`config.mk`:
```
export PLATFORM = sky130hd
export DESIGN_NAME = cache_generator_issue
export DESIGN_NICKNAME = d
export VERILOG_FILES = /design/src/rtl/cache_generator_issue.sv
export SDC_FILE = /design/constraint.sdc
export NUM_CORES = 1
export LEC_CHECK = 0
export CORE_MARGIN = 3
export CORE_UTILIZATION = 60
export CTS_CLUSTER_DIAMETER = 120
export CTS_CLUSTER_SIZE = 14
export DETAILED_ROUTE_END_ITERATION = 10
export GPL_ROUTABILITY_DRIVEN = 0
export PLACE_DENSITY = 0.8
export SLEW_MARGIN = 40
export SYNTH_ARGS = -nofsm -noshare
export SYNTH_HDL_FRONTEND = slang
export SYNTH_SLANG_ARGS = --single-unit
```
`constraint.sdc`:
```
create_clock -name ap_clk -period 16.21 [get_ports ap_clk]
set_input_delay 3.242 -clock ap_clk [delete_from_list [all_inputs] [get_ports ap_clk]]
set_output_delay 3.242 -clock ap_clk [all_outputs]
set_load 0.02 [all_outputs]
```
`src/rtl/cache_generator_issue.sv`:
```
// Cache issue stage: pops generator requests, drives the cache iob handshake and queues MemoryPacket responses.
// Build option CACHE_GENERATOR_WRITE_ACK_EN: completed writes also push a zero-data response.

package cache_generator_issue_pkg;
    localparam int CACHE_FRONTEND_ADDR_W = 32;
    localparam int CACHE_FRONTEND_DATA_W = 32;
    localparam int CACHE_FRONTEND_NBYTES = 4;

    localparam logic [1:0] CMD_MEM_READ     = 2'd0;
    localparam logic [1:0] CMD_MEM_WRITE    = 2'd1;
    localparam logic [1:0] CMD_MEM_RESPONSE = 2'd2;

    typedef struct packed {
        logic [1:0] cmd;
    } SubclassPacket;

    typedef struct packed {
        logic [7:0]                       id;
        SubclassPacket                    subclass;
        logic [CACHE_FRONTEND_ADDR_W-1:0] address;
    } MetaPacket;

    typedef struct packed {
        logic [CACHE_FRONTEND_ADDR_W-1:0] addr;
        logic [CACHE_FRONTEND_DATA_W-1:0] wdata;
        logic [CACHE_FRONTEND_NBYTES-1:0] wstrb;
    } IobPacket;

    typedef struct packed {
        logic      valid;
        IobPacket  iob;
        MetaPacket meta;
    } CacheRequest;

    typedef struct packed {
        logic [CACHE_FRONTEND_DATA_W-1:0] field_0;
        logic [CACHE_FRONTEND_DATA_W-1:0] field_1;
    } DataPacket;

    typedef struct packed {
        MetaPacket meta;
        DataPacket data;
    } MemoryPayload;

    typedef struct packed {
        logic         valid;
        MemoryPayload payload;
    } MemoryPacket;

    typedef struct packed {
        logic rd_en;
        logic wr_en;
    } FIFOStateSignalsInput;

    typedef struct packed {
        logic full;
        logic empty;
        logic prog_full;
        logic valid;
        logic wr_rst_busy;
        logic rd_rst_busy;
    } FIFOStateSignalsOutput;

    localparam int CACHE_REQUEST_W = $bits(CacheRequest);
    localparam int MEMORY_PACKET_W = $bits(MemoryPacket);
    localparam int FIFO_IN_W       = $bits(FIFOStateSignalsInput);
    localparam int FIFO_OUT_W      = $bits(FIFOStateSignalsOutput);
endpackage

module cache_generator_issue
    import cache_generator_issue_pkg::*;
#(
    parameter int POP_WAIT_CYCLES      = 4,
    parameter int RESPONSE_FIFO_DEPTH  = 16,
    parameter int RESPONSE_PROG_THRESH = 8
) (
    input  logic                             ap_clk,
    input  logic                             areset,
    input  logic [CACHE_REQUEST_W-1:0]       request_in,
    output logic [FIFO_IN_W-1:0]             fifo_request_signals_out,
    output logic                             cache_iob_valid,
    output logic [CACHE_FRONTEND_ADDR_W-1:0] cache_iob_addr,
    output logic [CACHE_FRONTEND_DATA_W-1:0] cache_iob_wdata,
    output logic [CACHE_FRONTEND_NBYTES-1:0] cache_iob_wstrb,
    input  logic [CACHE_FRONTEND_DATA_W-1:0] cache_iob_rdata,
    input  logic                             cache_iob_ready,
    input  logic [FIFO_IN_W-1:0]             fifo_response_signals_in,
    output logic [FIFO_OUT_W-1:0]            fifo_response_signals_out,
    output logic [MEMORY_PACKET_W-1:0]       response_out,
    output logic                             fifo_setup_signal
);

    typedef enum logic [2:0] {IDLE, POP, WAIT, ISSUE, RESP} state_t;

    localparam int CNT_W = $clog2(POP_WAIT_CYCLES + 1);
    localparam int PTR_W = $clog2(RESPONSE_FIFO_DEPTH);
    localparam int LVL_W = $clog2(RESPONSE_FIFO_DEPTH + 1);

    function automatic MemoryPayload build_response(input MetaPacket meta,
                                                    input logic [CACHE_FRONTEND_DATA_W-1:0] rdata);
        MemoryPayload p;
        p                   = '0;
        p.meta              = meta;
        p.meta.subclass.cmd = CMD_MEM_RESPONSE;
        p.data.field_0      = rdata;
        return p;
    endfunction

    // Stage p0: registered reset copies and registered inputs
    CacheRequest          req_in;
    FIFOStateSignalsInput rsp_in;
    logic                 ctrl_rst, fifo_rst;
    logic                 req_vld_p0, rsp_rd_en_p0;
    IobPacket             req_iob_p0;
    MetaPacket            req_meta_p0;
    logic                 unused_ok;

    assign req_in    = request_in;
    assign rsp_in    = fifo_response_signals_in;
    assign unused_ok = rsp_in.wr_en;

    always_ff @(posedge ap_clk) begin
        ctrl_rst    <= areset;
        fifo_rst    <= areset;
        req_iob_p0  <= req_in.iob;
        req_meta_p0 <= req_in.meta;
        if (ctrl_rst) begin
            req_vld_p0   <= 1'b0;
            rsp_rd_en_p0 <= 1'b0;
        end else begin
            req_vld_p0   <= req_in.valid;
            rsp_rd_en_p0 <= rsp_in.rd_en;
        end
    end

    // Stage p1: issue FSM and latched request
    state_t                           state;
    logic [CNT_W-1:0]                 wait_cnt;
    logic                             pop_q, iob_vld_q;
    IobPacket                         iob_q;
    MetaPacket                        meta_q;
    logic [CACHE_FRONTEND_DATA_W-1:0] rdata_q;
    logic                             fifo_full, fifo_empty, fifo_prog_full;

    always_ff @(posedge ap_clk) begin
        if (ctrl_rst) begin
            state     <= IDLE;
            wait_cnt  <= '0;
            pop_q     <= 1'b0;
            iob_vld_q <= 1'b0;
        end else begin
            pop_q <= 1'b0;
            case (state)
                IDLE: begin
                    if (!fifo_prog_full && !fifo_setup_signal) begin
                        state <= POP;
                        pop_q <= 1'b1;
                    end
                end
                POP: begin
                    wait_cnt <= '0;
                    state    <= WAIT;
                end
                WAIT: begin
                    wait_cnt <= wait_cnt + CNT_W'(1);
                    if (req_vld_p0) begin
                        iob_vld_q <= 1'b1;
                        state     <= ISSUE;
                    end else if (wait_cnt == CNT_W'(POP_WAIT_CYCLES - 1)) begin
                        state <= IDLE;
                    end
                end
                ISSUE: begin
                    if (cache_iob_ready) begin
                        iob_vld_q <= 1'b0;
`ifdef CACHE_GENERATOR_WRITE_ACK_EN
                        state <= RESP;
`else
                        state <= (iob_q.wstrb == '0) ? RESP : IDLE;
`endif
                    end
                end
                RESP:    state <= IDLE;
                default: state <= IDLE;
            endcase
        end
    end

    // Write completions carry zero data so requestors only count them
    always_ff @(posedge ap_clk) begin
        if (state == WAIT && req_vld_p0) begin
            iob_q  <= req_iob_p0;
            meta_q <= req_meta_p0;
        end
        if (state == ISSUE && cache_iob_ready)
            rdata_q <= (iob_q.wstrb == '0) ? cache_iob_rdata : '0;
    end

    assign cache_iob_valid = iob_vld_q;
    assign cache_iob_addr  = iob_q.addr;
    assign cache_iob_wdata = iob_q.wdata;
    assign cache_iob_wstrb = iob_q.wstrb;

    always_comb begin
        FIFOStateSignalsInput req_sig;
        req_sig                  = '0;
        req_sig.rd_en            = pop_q;
        fifo_request_signals_out = req_sig;
    end

    // Stage p2: response FIFO
    MemoryPayload     mem [RESPONSE_FIFO_DEPTH];
    MemoryPayload     fifo_dout;
    logic [PTR_W-1:0] wr_ptr, rd_ptr;
    logic [LVL_W-1:0] level;
    logic             wr_fire, rd_fire, fifo_valid, rd_busy;

    assign fifo_full      = (level == LVL_W'(RESPONSE_FIFO_DEPTH));
    assign fifo_empty     = (level == '0);
    assign fifo_prog_full = (level >= LVL_W'(RESPONSE_PROG_THRESH));
    assign wr_fire        = (state == RESP) && !fifo_full && !fifo_rst;
    assign rd_fire        = rsp_rd_en_p0 && !fifo_empty && !fifo_rst;

    always_ff @(posedge ap_clk) begin
        if (wr_fire)
            mem[wr_ptr] <= build_response(meta_q, rdata_q);
        if (rd_fire)
            fifo_dout <= mem[rd_ptr];
    end

    always_ff @(posedge ap_clk) begin
        rd_busy <= fifo_rst;
        if (fifo_rst) begin
            wr_ptr     <= '0;
            rd_ptr     <= '0;
            level      <= '0;
            fifo_valid <= 1'b0;
        end else begin
            fifo_valid <= rd_fire;
            if (wr_fire) wr_ptr <= wr_ptr + PTR_W'(1);
            if (rd_fire) rd_ptr <= rd_ptr + PTR_W'(1);
            case ({wr_fire, rd_fire})
                2'b10:   level <= level + LVL_W'(1);
                2'b01:   level <= level - LVL_W'(1);
                default: level <= level;
            endcase
        end
    end

    // Stage p3: registered FIFO state and response outputs
    FIFOStateSignalsOutput status_q;
    MemoryPacket           rsp_q;

    always_ff @(posedge ap_clk) begin
        fifo_setup_signal    <= fifo_rst | rd_busy;
        status_q.full        <= fifo_full;
        status_q.empty       <= fifo_empty;
        status_q.prog_full   <= fifo_prog_full;
        status_q.valid       <= fifo_valid;
        status_q.wr_rst_busy <= fifo_rst;
        status_q.rd_rst_busy <= rd_busy;
        rsp_q.payload        <= fifo_dout;
        if (fifo_rst)
            rsp_q.valid <= 1'b0;
        else
            rsp_q.valid <= fifo_valid;
    end

    assign fifo_response_signals_out = status_q;
    assign response_out              = rsp_q;

endmodule
```
* Word level (Yosys, flattened, before mapping)
Memory sizes are Yosys's and may differ from the RTL's. A register that Yosys moved wholly into a read port is not among the register bits. Cells that the tools add are included.
Cells by class: add/sub/neg operators 5, order comparisons 1, eq/ne operators 12, mux-type cells 14, bitwise gates (word level) 2, reduce and logical (&&, ||, !) cells 21
Operator list (count):
- 2-to-1 mux 3 bit | 5
- case mux 3 bit (4 select lines) | 1
- case mux 5 bit (2 select lines) | 1
- equality test 3 x 2 -> 1 bit (second input constant) | 3
- adder 4 x 1 -> 4 bit (second input constant) | 2
- logical AND 1 bit | 7
- inequality test 2 bit (second input constant) | 3
- case mux 3 bit (2 select lines) | 1
- AND reduction 3 bit | 2
- nonzero test 2 bit | 3
- adder 5 x 1 -> 5 bit (second input constant) | 1
- equality test 5 bit (second input constant) | 1
- >= comparator 5 x 4 -> 1 bit (second input constant) | 1
- zero test 1 bit | 5
- zero test 5 bit | 1
- 2-to-1 mux 1 bit | 5
- subtractor 5 x 1 -> 5 bit (second input constant) | 1
- zero test 4 bit | 1
- adder 3 x 1 -> 3 bit (second input constant) | 1
- equality test 3 x 1 -> 1 bit (second input constant) | 1
- equality test 3 bit (second input constant) | 1
- zero test 3 bit | 1
- inequality test 3 bit (second input constant) | 1
- equality test 2 x 1 -> 1 bit (second input constant) | 1
- 5 further kinds | 5
Word-level totals: register bits after elaboration 421, RAM bits 1152, input bits 148, output and inout port bits 185, logic and storage cells 93, memories 1
Memory list:
- mem | words 16, width 72, rd ports 1, clocked after memory_dff 1, write ports 1, RTL line 212 | MemoryPayload mem [RESPONSE_FIFO_DEPTH];

* Depth between registers and ports, before layout
depth after elaboration 6, mapped depth 10, mapped depth without buffers 9

* Worst setup path after synthesis
Ideal clock, no wire load.
path type reg-to-reg, from register fifo_rst, to memory mem[0][0] (netlist name), enable pin, library setup time 0.590 ns, arrival 6.211 ns, data required time 15.620 ns, slack 9.408 ns, stages on the path, launching flop included 6, buffers on the path 1, period minus slack after synthesis 6.802 ns, cell sequence dfxtp_1 buf_2 or4b_4 a21oi_2 nand2_1 nor3_1
Between the ends: longest elaborated chain between the ends 4
Ends and longest elaborated chain:
- from (decl) | RTL line 112 | logic ctrl_rst, fifo_rst;
- from (signal assigned) | RTL line 124 | fifo_rst <= areset;
- zero test 1 bit | RTL line 221 | assign wr_fire = (state == RESP) && !fifo_full && !fifo_rst;
- logical AND 1 bit | RTL line 221
- 2-to-1 mux 1 bit | RTL line 225 | if (wr_fire)
- 2-to-1 mux 1 bit (not written as such) | RTL line 226 | mem[wr_ptr] <= build_response(meta_q, rdata_q);
- to (decl) | RTL line 212
Every way passes these cells.

* Worst setup path after layout
from register rsp_q, in the netlist response_out[104], to output response_out[104]
RTL lines:
- from (decl) | RTL line 252 | MemoryPacket rsp_q;
- to (decl) | RTL line 89 | output logic [MEMORY_PACKET_W-1:0] response_out,
No word-level cell between the ends.

==> reports/summary.txt <==
run status = finished clean
Longest Clk Path Bufs = 3
count of different cell masters after synthesis = 40
antenna viol nets, final = 0
start point of the worst min-delay path = fifo_dout[51]
post-detailed-routing wire length = 124 mm
Worst setup SP type = flip-flop
count of warnings emitted by yosys = 0
clock sinks = 1,577
maximum number of pins on one net before global-route repair = 69
Std-Cell Core Area = 90,400 um^2
combined buffer and inverter count along the critical path = 1
Worst Path Required = 12.97 ns
portion of the clock cycle consumed by the worst path in the final layout = 0.312
largest clock skew in the final design = 0.0245 ns
first-pass iteration count of the detailed router = 7
number of pins exceeding their max-slew limit in the final report = 0
via count of the routed design = 25,957
global route total overflow = 0
Post-CTS Hold Buffers = 0
CTS HTree Levels = 4
worst min-delay path class = reg2reg
Worst-Margin Slew = 0.933 ns
share of synthesized area spent on multiplexers = 0.119
Detailed Route Iter0 Violations = 3,188
fin util = 0.702
delay-heaviest family, CP = buffers and inverters
#FFs+latches synth = 1,577
Synth Area in Adders = 0.00287
commonest non-fill, non-tap cell in the layout = edfxtp_1
Lkg Pwr = 20.3 nW
number of antenna violations at the first check in global routing = 1
floorplan die width = 309 um
Worst Path Arrival = 1.82 ns
wire length of the first global-routing pass = 181 mm
post-detailed-route via-to-cell ratio = 6.42
FP Rows = 110
Port-buffer cells = 294
post-layout total power = 7.36 mW
clock tree from TritonCTS = built
GR Layer Usage met3 = 0.0553
top library cells by usage in the layout, fill and taps aside = 1,364 x edfxtp_1, 294 x clkdlybuf4s50_1, 288 x mux4_2
cell count after synthesis = 2,397
most utilized layer in the global route result = met2
number of global-route vias before repair = 27,357
crit path setup slack, layout = 11.15 ns
Slowest Stage Delay on Critical Path = 0.65 ns
critical path's slowest cell = clkdlybuf4s50_1
Global Route met1 Usage = 0.349
proportion of layout cells with a drive suffix above 1 = 0.183
mean instance size in the synthesized netlist = 22.9 um^2
cell area reported after detailed placement = 59,500 um^2
n_diodes = 0
hpwl dp = 60.5 mm
final non-filler cell area = 63,500 um^2
post-synthesis share of cell area spent on and, or, nand and nor gates = 0.0163
number of enable-type register cells in the synthesized netlist = 1,364
total count of hold-check failures in the final report = 0
worst slack at placement = 11.27 ns
wire length per cell after detailed routing = 30.7 um
Fmax = 198 MHz
number of placed instances with taps included = 3,810
Area Growth Syn to Fin = 15.6%
most common flop cell mapped by yosys = edfxtp_1
post-route DRC violation count = 0
Worst slew margin = 0.378
post-synthesis sequential area ratio = 0.824
largest family of logic cells by synthesized area = multiplexers
met2 GRT Util = 0.436
total power divided by cell area = 116 nW/um^2
setup slack, reg-to-reg = 12.54 ns
fill count = 5,009
# Max-Cap Violations = 0
share of synthesized registers carrying an async set or reset = 0
worst vdd ir = 0.106 mV
cts bufs inserted = 130
Final Non-Filler Cells = 4,046
Cell Chain, Critical Path = clkdlybuf4s50_1
Starting Density = 0.607
launching element of the worst setup path = response_out[104]
root buffer selected by CTS = clkbuf_16
final hold slack = 0.340 ns
min Tclk post-route = 5.06 ns
post-layout net count = 2,931
biggest fanout along the worst timing path = 1
Total Negative Setup Slacks = 0 ns
post-synthesis compound-gate area fraction = 0.0226
startpoint of the worst-slack reg-to-reg timing path = fifo_rst
final setup fails = 0
clock-pin slew reported for the worst setup and hold paths after clock tree synthesis = 0.07 ns
setup repair after global routing missed its margin = false
Total Die Area = 95,200 um^2
Die Height = 309 um
Crit Path Category = reg2out
count of instances resized after the clock tree is built = 0
overall routing resource usage = 0.264
xor-xnor portion of the synthesized cell area = 0.00128
Boundary Pins = 333
synthesized cell area = 54,900 um^2
worst-skew pair later-pin latency = 0.74 ns
Critical Path End Type = output port
Setup Buffers After CTS = 0
state kept, by name, indices dropped and copies added (netlist names), 3 cells and up:
register                   cells
mem                         1152
response_out                  73
fifo_dout                     72
req_iob_p0                    68
meta_q                        40
req_meta_p0                   40
cache_iob_addr                32
cache_iob_wdata               32
rdata_q                       32
fifo_response_signals_out      6
level                          5
cache_iob_wstrb                4
rd_ptr                         4
wr_ptr                         4
state                          3
wait_cnt                       3
worst paths after layout:
| path | to | cells after the start |
|---|---|---|
| worst max-delay path | response_out[104] | 1 |
| worst min-delay path | response_out[51] | 0 |
| worst max register to register | mem[5][50] | 6 |
| worst min register to register | response_out[51] | 0 |
where the power goes:
part / leakage (nW) / total [mW] / internal (mW) / switching [mW]
clock network: 1.82 / 2.93 / 1.55 / 1.37
registers: 14.3 / 4.38 / 4.37 / 0.0104
logic: 4.22 / 0.0570 / 0.0358 / 0.0211
area by class of cell:
cell class,instances,area [um^2],area share
multi-input cells,702,9180,0.145
flip-flops and latches,1577,45200,0.712
clock inverters,11,140,0.00221
well taps,1176,1470,0.0232
repair buffers,353,3760,0.0592
clock buffers,220,3680,0.0579
inverters,7,26.3,0.000414
synth_stat cells (all sizes together) (4+ instances only):
master	n	area, um^2
buf	82	532
mux4	288	6490
mux2i	4	40.0
nor3	6	30.0
and2	34	213
dfxtp	213	4260
a22oi	146	1100
nand2	79	297
nor2b	8	50.1
nand2b	5	31.3
clkbuf	62	233
xor2	5	43.8
nor2	35	131
ha	11	138
and3	8	50.1
edfxtp	1364	41000
inv	7	26.3
a21oi	9	48.8
layer usage:
metal  vias up  share of wire
li1      10511              -
met1     13358           0.35
met4         2          0.037
met5         -       0.000089
met2      1792           0.51
met3       294           0.11
cells by family after synthesis:
| kind of cell | after synthesis |
|---|---|
| compound gates | 167 |
| buf+inv | 151 |
| fa+ha+maj | 12 |
| xor+xnor | 8 |
| mux | 292 |
| simple gates | 188 |
| other cells | 2 |
| flops | 1577 |
Power figures use the tool's default switching activity.
